<file path="src/rtl/dmem_arb_pkg.sv">
// dmem_arb_pkg: shared types and constants for the data-memory arbiter
package dmem_arb_pkg;
  typedef enum logic [1:0] {ARB_IDLE, ARB_LOCK0, ARB_LOCK1} arb_state_e;
  typedef logic arb_mst_t;
  localparam int ARB_NUM_MST = 2;
endpackage

</file>
<file path="src/rtl/dmem_arbiter.sv">
// dmem_arbiter: two-master round-robin arbiter with lock/timeout in front of single-ported data_mem
// Ports: clk/reset; per master mN_req/we/addr/wdata/lock in, mN_gnt/rvalid/rdata out;
// mem_addr/wr_en/wr_data/rd_en out and mem_ld_data in (asynchronous-read data_mem); lock_err pulse out.
module dmem_arbiter
  import dmem_arb_pkg::*;
#(
  parameter int DATA_WIDTH = 32,
  parameter int MEM_SIZE = 32,
  parameter int ADDR_WIDTH = $clog2(MEM_SIZE),
  parameter int LOCK_TIMEOUT = 16
) (
  input  logic                  clk,
  input  logic                  reset,
  input  logic                  m0_req,
  input  logic                  m0_we,
  input  logic [ADDR_WIDTH-1:0] m0_addr,
  input  logic [DATA_WIDTH-1:0] m0_wdata,
  input  logic                  m0_lock,
  output logic                  m0_gnt,
  output logic                  m0_rvalid,
  output logic [DATA_WIDTH-1:0] m0_rdata,
  input  logic                  m1_req,
  input  logic                  m1_we,
  input  logic [ADDR_WIDTH-1:0] m1_addr,
  input  logic [DATA_WIDTH-1:0] m1_wdata,
  input  logic                  m1_lock,
  output logic                  m1_gnt,
  output logic                  m1_rvalid,
  output logic [DATA_WIDTH-1:0] m1_rdata,
  output logic [ADDR_WIDTH-1:0] mem_addr,
  output logic                  mem_wr_en,
  output logic [DATA_WIDTH-1:0] mem_wr_data,
  output logic                  mem_rd_en,
  input  logic [DATA_WIDTH-1:0] mem_ld_data,
  output logic                  lock_err
);
  localparam int CW = $clog2(LOCK_TIMEOUT + 1);
  arb_state_e state, state_nx;
  arb_mst_t last_gnt, last_gnt_nx, owner;
  logic [CW-1:0] lock_cnt, lock_cnt_nx;
  logic locked, owner_req, timeout, acc0, acc1, acc, win_lock;
  logic rv0_q, rv1_q;
  logic [DATA_WIDTH-1:0] rd0_q, rd1_q;
  always_comb begin
    locked = state != ARB_IDLE;
    owner = arb_mst_t'(state == ARB_LOCK1);
    owner_req = owner ? m1_req : m0_req;
    m0_gnt = !reset && m0_req && (locked ? !owner : (!m1_req || last_gnt));
    m1_gnt = !reset && m1_req && (locked ? owner : (!m0_req || !last_gnt));
    acc0 = m0_gnt;
    acc1 = m1_gnt;
    acc = acc0 || acc1;
    win_lock = acc1 ? m1_lock : m0_lock;
    mem_addr = acc1 ? m1_addr : acc0 ? m0_addr : '0;
    mem_wr_data = acc1 ? m1_wdata : acc0 ? m0_wdata : '0;
    mem_wr_en = acc1 ? m1_we : acc0 && m0_we;
    mem_rd_en = acc1 ? !m1_we : acc0 && !m0_we;
    // Fires in the idle locked cycle that would bring the count to LOCK_TIMEOUT; an owner request that cycle pre-empts it.
    timeout = !reset && locked && !owner_req && lock_cnt == CW'(LOCK_TIMEOUT - 1);
    lock_err = timeout;
    state_nx = acc ? (win_lock ? (acc1 ? ARB_LOCK1 : ARB_LOCK0) : ARB_IDLE) : timeout ? ARB_IDLE : state;
    last_gnt_nx = acc ? arb_mst_t'(acc1) : timeout ? owner : last_gnt;
    lock_cnt_nx = (acc || timeout || !locked) ? '0 : lock_cnt + CW'(1);
    // Read responses are suppressed while reset is held, even if registered the edge before.
    m0_rvalid = rv0_q && !reset;
    m1_rvalid = rv1_q && !reset;
    m0_rdata = reset ? '0 : rd0_q;
    m1_rdata = reset ? '0 : rd1_q;
  end
  always_ff @(posedge clk) begin
    if (reset) begin
      state <= ARB_IDLE;
      last_gnt <= 1'b1;
      lock_cnt <= '0;
      rv0_q <= 1'b0;
      rv1_q <= 1'b0;
      rd0_q <= '0;
      rd1_q <= '0;
    end else begin
      state <= state_nx;
      last_gnt <= last_gnt_nx;
      lock_cnt <= lock_cnt_nx;
      rv0_q <= acc0 && !m0_we;
      rv1_q <= acc1 && !m1_we;
      if (acc0 && !m0_we) rd0_q <= mem_ld_data;
      if (acc1 && !m1_we) rd1_q <= mem_ld_data;
    end
  end
endmodule

</file>
<file path="config.mk">
export PLATFORM = sky130hd
export DESIGN_NAME = dmem_arbiter
export DESIGN_NICKNAME = d
export VERILOG_FILES = /design/src/rtl/dmem_arb_pkg.sv /design/src/rtl/dmem_arbiter.sv
export SDC_FILE = /design/constraint.sdc
export NUM_CORES = 1
export LEC_CHECK = 0
export ABC_AREA = 1
export CORE_MARGIN = 2
export CORE_UTILIZATION = 37
export CTS_CLUSTER_SIZE = 24
export DETAILED_ROUTE_END_ITERATION = 10
export HOLD_SLACK_MARGIN = 0.08
export MAX_ROUTING_LAYER = met4
export PLACE_DENSITY = 0.92
export SLEW_MARGIN = 15
export SYNTH_ARGS = -nofsm -noshare
export SYNTH_HDL_FRONTEND = slang
export SYNTH_SLANG_ARGS = --single-unit
</file>
<file path="constraint.sdc">
create_clock -name clk -period 2.15 [get_ports clk]
set_clock_uncertainty 0.05 [all_clocks]
set_input_delay 0.5375 -clock clk [delete_from_list [all_inputs] [get_ports clk]]
set_output_delay 0.5375 -clock clk [all_outputs]
set_load 0.01 [all_outputs]
</file>
==> results.ini, run 1 <==
[pwr]
powerDensity_nw_per_um2=529
power_frac_seq=0.454
internal-power_mw=2.30
p_sw_frac=0.288
total_power_mw=3.23
power.share.clock=0.295
combinationalPowerShare=0.251
p_leak_nw=3.07
ir_worst_vdd_mv=0.436
power_switching_mw=0.929

[placed_design]
port_buffers=221
placed_area_um2=5960
gp_congestion=0.916
dp_hpwl_um=10600
place_ws_ns=-0.713

[route]
wl_met3_um=1290
wl_met2_um=7040
antenna_left=0
wl_um=14300
drt_iter0_markers=174
first_pass_iters=5
top_layer=met4
wl_per_cell_um=16.7
wl_met1_um=5310
vias_per_cell=4.86
via_count=4168
remaining_drc_errors=0

[logic_synthesis]
netlist_instances=492
netlist_area_um2=3470
syn_nets=608
synth-warning-count=0
synth.distinct_cells=26
synth_area_leader_cell=dfxtp_1
synth_area_leaders=dfxtp_1 (43%), nand2_1 (12%), a22o_1 (9.3%)
ys_ff_latch=74
synth.avg_cell_area_um2=7.05
synth_seq_area_share=0.427
synth_top_area_share=0.427

[clock_tree]
ctsLongestPathBuffers=2
hold_buffers=0
clk_pin_slew_ns=0.08
cts_buffers=9
htree_levels=3
clock-sinks=74
root_buffer=clkbuf_8
insertion_delay_ns=0.34
cts_tree=built

[setup_path]
crit_path_start=state[0]
r2r_slack_ns=0.19
worstSetupEndpointType=primary output
cp_max_fo=7
crit_arrival_ns=1.66
r2r_cells=10
required_ns=1.56
crit_end=mem_wr_data[25]
timing.rr.end=rd1_q[8]
path_class=flop to primary output
rr_startpoint=state[0]
critPathLaunchType=flop

[timing]
worst_pin_slew_ns=0.616
max_freq_mhz=445
rsz0062_at_grt=true
fin_crit_sh=1.05
final_hold_viol_count=0
setup-violations-final=27
fin_ws_ns=-0.0994
slew_headroom=0.589
slew_viol_final=0
finalSetupTns_ns=-1.96
period_needed_ns=2.25

[floorplanning]
core_area_um2=9150
initial_core_util=0.379
die_w_um=101
num_rows=35
die_y_um=101
io_pins=222
die-area_um2=10200

[grt]
antenna_found_initial=1
grt.overflow.total=0
gr-usage-all-layers=0.278
grt_pass1_vias=4012
grt_max_degree=69
grt_pass1_wl_um=20800

[layout]
area_growth_pct=75.8
layout.nets=856
fin_area_um2=6100
fillers=820
layout-drive-gt1-share=0.191
final_util=0.666
multiInputGateArea_um2=1580
final_common_cell=clkdlybuf4s50_1
register_area_um2=1490
most-common-layout-cells=clkdlybuf4s50_1 (110), nand2_1 (106), inv_1 (75)

[hold_path]
hp-class=flop to flop

[job]
maxCapViolCount=0

[outcome]
failed_checks=setup timing
status=complete, but fails checks

[synthesized netlist by cell type (all sizes together)]
master and n:
a21boi 1, buf 19, a22o 37, nor2 78
dfxtp 74, xor2 1, clkbuf 13, nand3 7
a21oi 34, nand2 111, ha 2, inv 79
nand4 1, and3 1, o21ai 33, xnor2 1
[logic make-up after synthesis]
| family | Yosys count | synth area share |
|---|---|---|
| flops | 74 | 0.427 |
| xor+xnor | 2 | 0.00505 |
| buf+inv | 111 | 0.140 |
| compound gates | 105 | 0.192 |
| simple gates | 198 | 0.228 |
| fa+ha+maj | 2 | 0.00721 |
[worst min path at each step]
stage                      from          end  slack (ns)  depth (start not counted)
floorplan           lock_cnt[0]  lock_cnt[0]        0.37                          1
global placement      rd1_q[28]    rd1_q[28]        0.39                          2
detailed placement    rd1_q[14]    rd1_q[14]        0.39                          2
CTS                   rd1_q[14]    rd1_q[14]        0.41                          2
global route          rd1_q[20]    rd1_q[20]        0.42                          2
finish                rd1_q[25]    rd1_q[25]        0.41                          2
[per-layer routing]
metal,GRT usage,up-vias
met1,0.296,1907
met3,0.0804,39
met5,-,-
met2,0.469,191
li1,-,2031
met4,0.144,0
[flip-flops by register name, summed over array words and instances (netlist names)]
register	count
lock_cnt	5
rv1_q	1
rv0_q	1
last_gnt	1
rd0_q	32
rd1_q	32
state	2
[final cells by class]
type,instances,area share
Sequential cell,74,0.244
Multi-Input combinational cell,307,0.260
Clock buffer,11,0.0215
Timing Repair Buffer,269,0.395
Antenna cell,1,0.000410
Clock inverter,5,0.00657
Inverter,79,0.0495
Tap cell,111,0.0228
[power groups by stage]
| stage | logic [mW] | clock network [mW] | registers (mW) |
|---|---|---|---|
| finish | 0.810 | 0.953 | 1.46 |
| global route | 0.870 | 1.04 | 1.47 |
| CTS | 0.789 | 0.973 | 1.46 |
| detailed placement | 0.841 | 0 | 1.49 |
| global placement | 0.827 | 0 | 1.49 |
| floorplan | 0.324 | 0 | 1.49 |
[what timing repair did]
action | 4_1_cts | 5_1_grt
pin swaps | 7 | 6
setup endpoints to repair | 119 | 46
buffers inserted | 6 | 2
gates resized for setup | 255 | 24
gates cloned | 1 | 2
[stage by stage]
step	cells	hold WS, ns
6_report	857	0.406
3_3_place_gp	830	0.390
5_1_grt	857	0.421
2_1_floorplan	492	0.368
3_5_place_dp	830	0.395
4_1_cts	852	0.407
[critical path, cell delays in order, from the launching register on]
cell and delay [ns]:
dfxtp_2 0.34, inv_4 0.07, buf_6 0.10, nand3_4 0.07, nor2_4 0.16, buf_6 0.17
clkbuf_16 0.15, a22o_1 0.13, buf_2 0.13
Note: power is estimated with default switching activity, not from simulation.
==> run 2: changes to the inputs <==
--- a/config.mk
+++ b/config.mk
@@ -7,12 +7,13 @@
 export LEC_CHECK = 0
 export ABC_AREA = 1
 export CORE_MARGIN = 2
-export CORE_UTILIZATION = 37
+export CORE_UTILIZATION = 35
+export CTS_CLUSTER_DIAMETER = 150
 export CTS_CLUSTER_SIZE = 24
 export DETAILED_ROUTE_END_ITERATION = 10
 export HOLD_SLACK_MARGIN = 0.08
 export MAX_ROUTING_LAYER = met4
-export PLACE_DENSITY = 0.92
+export PLACE_DENSITY = 0.89
 export SLEW_MARGIN = 15
 export SYNTH_ARGS = -nofsm -noshare
 export SYNTH_HDL_FRONTEND = slang
==> run 2 against run 1 <==
  * The flow still finishes with violations (setup timing)
  * Maximum frequency is 0.96% lower
  * Critical path depth stayed put
  * Non-clock buffer count increased by 11
  * Clock-buffer cell count unchanged
  * Critical endpoint is now mem_addr[0]
==> results.ini, run 2 (same netlist as run 1, synthesis figures left out) <==
[clock_tree]
root_buffer=clkbuf_8
insertion_delay_ns=0.33
clk_pin_slew_ns=0.08
htree_levels=3
clock-sinks=74
cts_buffers=9
ctsLongestPathBuffers=2
cts_tree=built

[layout]
biggestRegsByFlops=rd0_q: 32 flops, rd1_q: 32 flops, lock_cnt: 5 flops
most-common-layout-cells=clkdlybuf4s50_1 (110), nand2_1 (103), inv_1 (73)
layout-drive-gt1-share=0.200
area_growth_pct=83.4
final_common_cell=clkdlybuf4s50_1
layout.nets=867
fin_cells=891
final_util=0.657

[hold_path]
hp-class=flop to flop

[pwr]
p_leak_nw=3.14
total_power_mw=3.57
ir_worst_vdd_mv=0.434
powerDensity_nw_per_um2=562

[timing]
max_freq_mhz=440
slew_headroom=0.587
fin_ws_ns=-0.121
fin_crit_sh=1.06
rsz0062_at_grt=true
period_needed_ns=2.27
worst_pin_slew_ns=0.620
slew_viol_final=0
final_hold_viol_count=0
setup-violations-final=32

[floorplanning]
num_rows=36
die_w_um=104
io_pins=222
core_area_um2=9680
die-area_um2=10700
die_y_um=104
initial_core_util=0.358

[grt]
grt_pass1_wl_um=22400
grt_pass1_vias=4067
gr-usage-all-layers=0.278
antenna_found_initial=2
grt.overflow.total=0
grt_max_degree=66

[route]
wl_per_cell_um=16.9
wl_um=15000
first_pass_iters=4
drt_iter0_markers=202
via_count=4208
remaining_drc_errors=0
vias_per_cell=4.72
antenna_left=0

[outcome]
failed_checks=setup timing
status=complete, but fails checks

[setup_path]
cp_slowest_stage_delay_ns=0.36
crit_arrival_ns=1.68
crit_family=buffers and inverters
critPathLaunchType=flop
path_cells=buf_6 > nor2_4 > nor2_4 > buf_12 > buf_12 > buf_6 > a22o_1 > buf_2
path_class=flop to primary output
crit_buf_inv=5
cp_max_fo=5
worstSetupEndpointType=primary output
slowest_stage=dfxtp_4
required_ns=1.56

[placed_design]
port_buffers=221
placedCellCount=851
dp_hpwl_um=11100
place_ws_ns=-0.730
gp_congestion=0.903

[job]
maxCapViolCount=0

[run 2: cell count changes in the layout (fill, tap and decap cells not counted), sizes merged, moves of 2 or more]
cell          change
dlygate4sd2       +4
dlymetal6s2s      -4
bufinv            +2
clkbuf            -2
clkinvlp          -2
buf              +14
[run 2: path summary, 6_finish.rpt]
| kind | from | to | slack (ns) | cells after the start |
|---|---|---|---|---|
| setup / recovery | state[0] | mem_addr[0] | -0.12 | 8 |
| hold / removal | rd1_q[17] | rd1_q[17] | 0.40 | 2 |
| setup reg to reg | state[0] | rd1_q[1] | 0.18 | 10 |
| hold reg to reg | rd1_q[17] | rd1_q[17] | 0.40 | 2 |
[run 2: layer usage]
layer  wire length (um)  vias to the layer above  global-route usage
met1               5630                     1940               0.284
li1                   -                     2061                   -
met4                679                        0               0.139
met5                  0                        -                   -
met3               1170                       36              0.0831
met2               7550                      171               0.487
[run 2: through the flow]
stage	hold slack (ns)	area, um^2	setup TNS [ns]
after floorplan	0.368	3470	0
after global placement	0.391	6010	-56.68
after detailed placement	0.397	6010	-63.14
after CTS	0.408	6250	-1.53
after global routing	0.424	6360	-4.34
final	0.405	6360	-1.46
[run 2: tightest hold or removal path, stage by stage, from the launching register on]
cell and delay, ns:
dfxtp_1 0.30, inv_1 0.06, a21oi_1 0.05
[run 2: cell type report]
cell class,count,area (um^2)
fill,859,3320
sequential,74,1490
antenna,2,5.00
tap,133,166
clock buffer,11,151
clock inverter,5,85.1
inverter,79,302
multi-input combinational,307,1590
timing repair buffer,280,2570
[run 2: power by group]
group          total [mW]  internal (mW)  switching [mW]
clock network        1.25          0.723           0.522
logic               0.863          0.469           0.394
registers            1.46           1.44          0.0224
[run 2: what timing repair did]
action                                  4_1_cts  5_1_grt
hold buffers                                  0        0
hold endpoints to repair                      0        0
gates cloned                                  3        2
buffers inserted                             14        5
pin swaps                                     9       12
endpoints found under the setup margin      148       54
gates resized for setup                     275       18
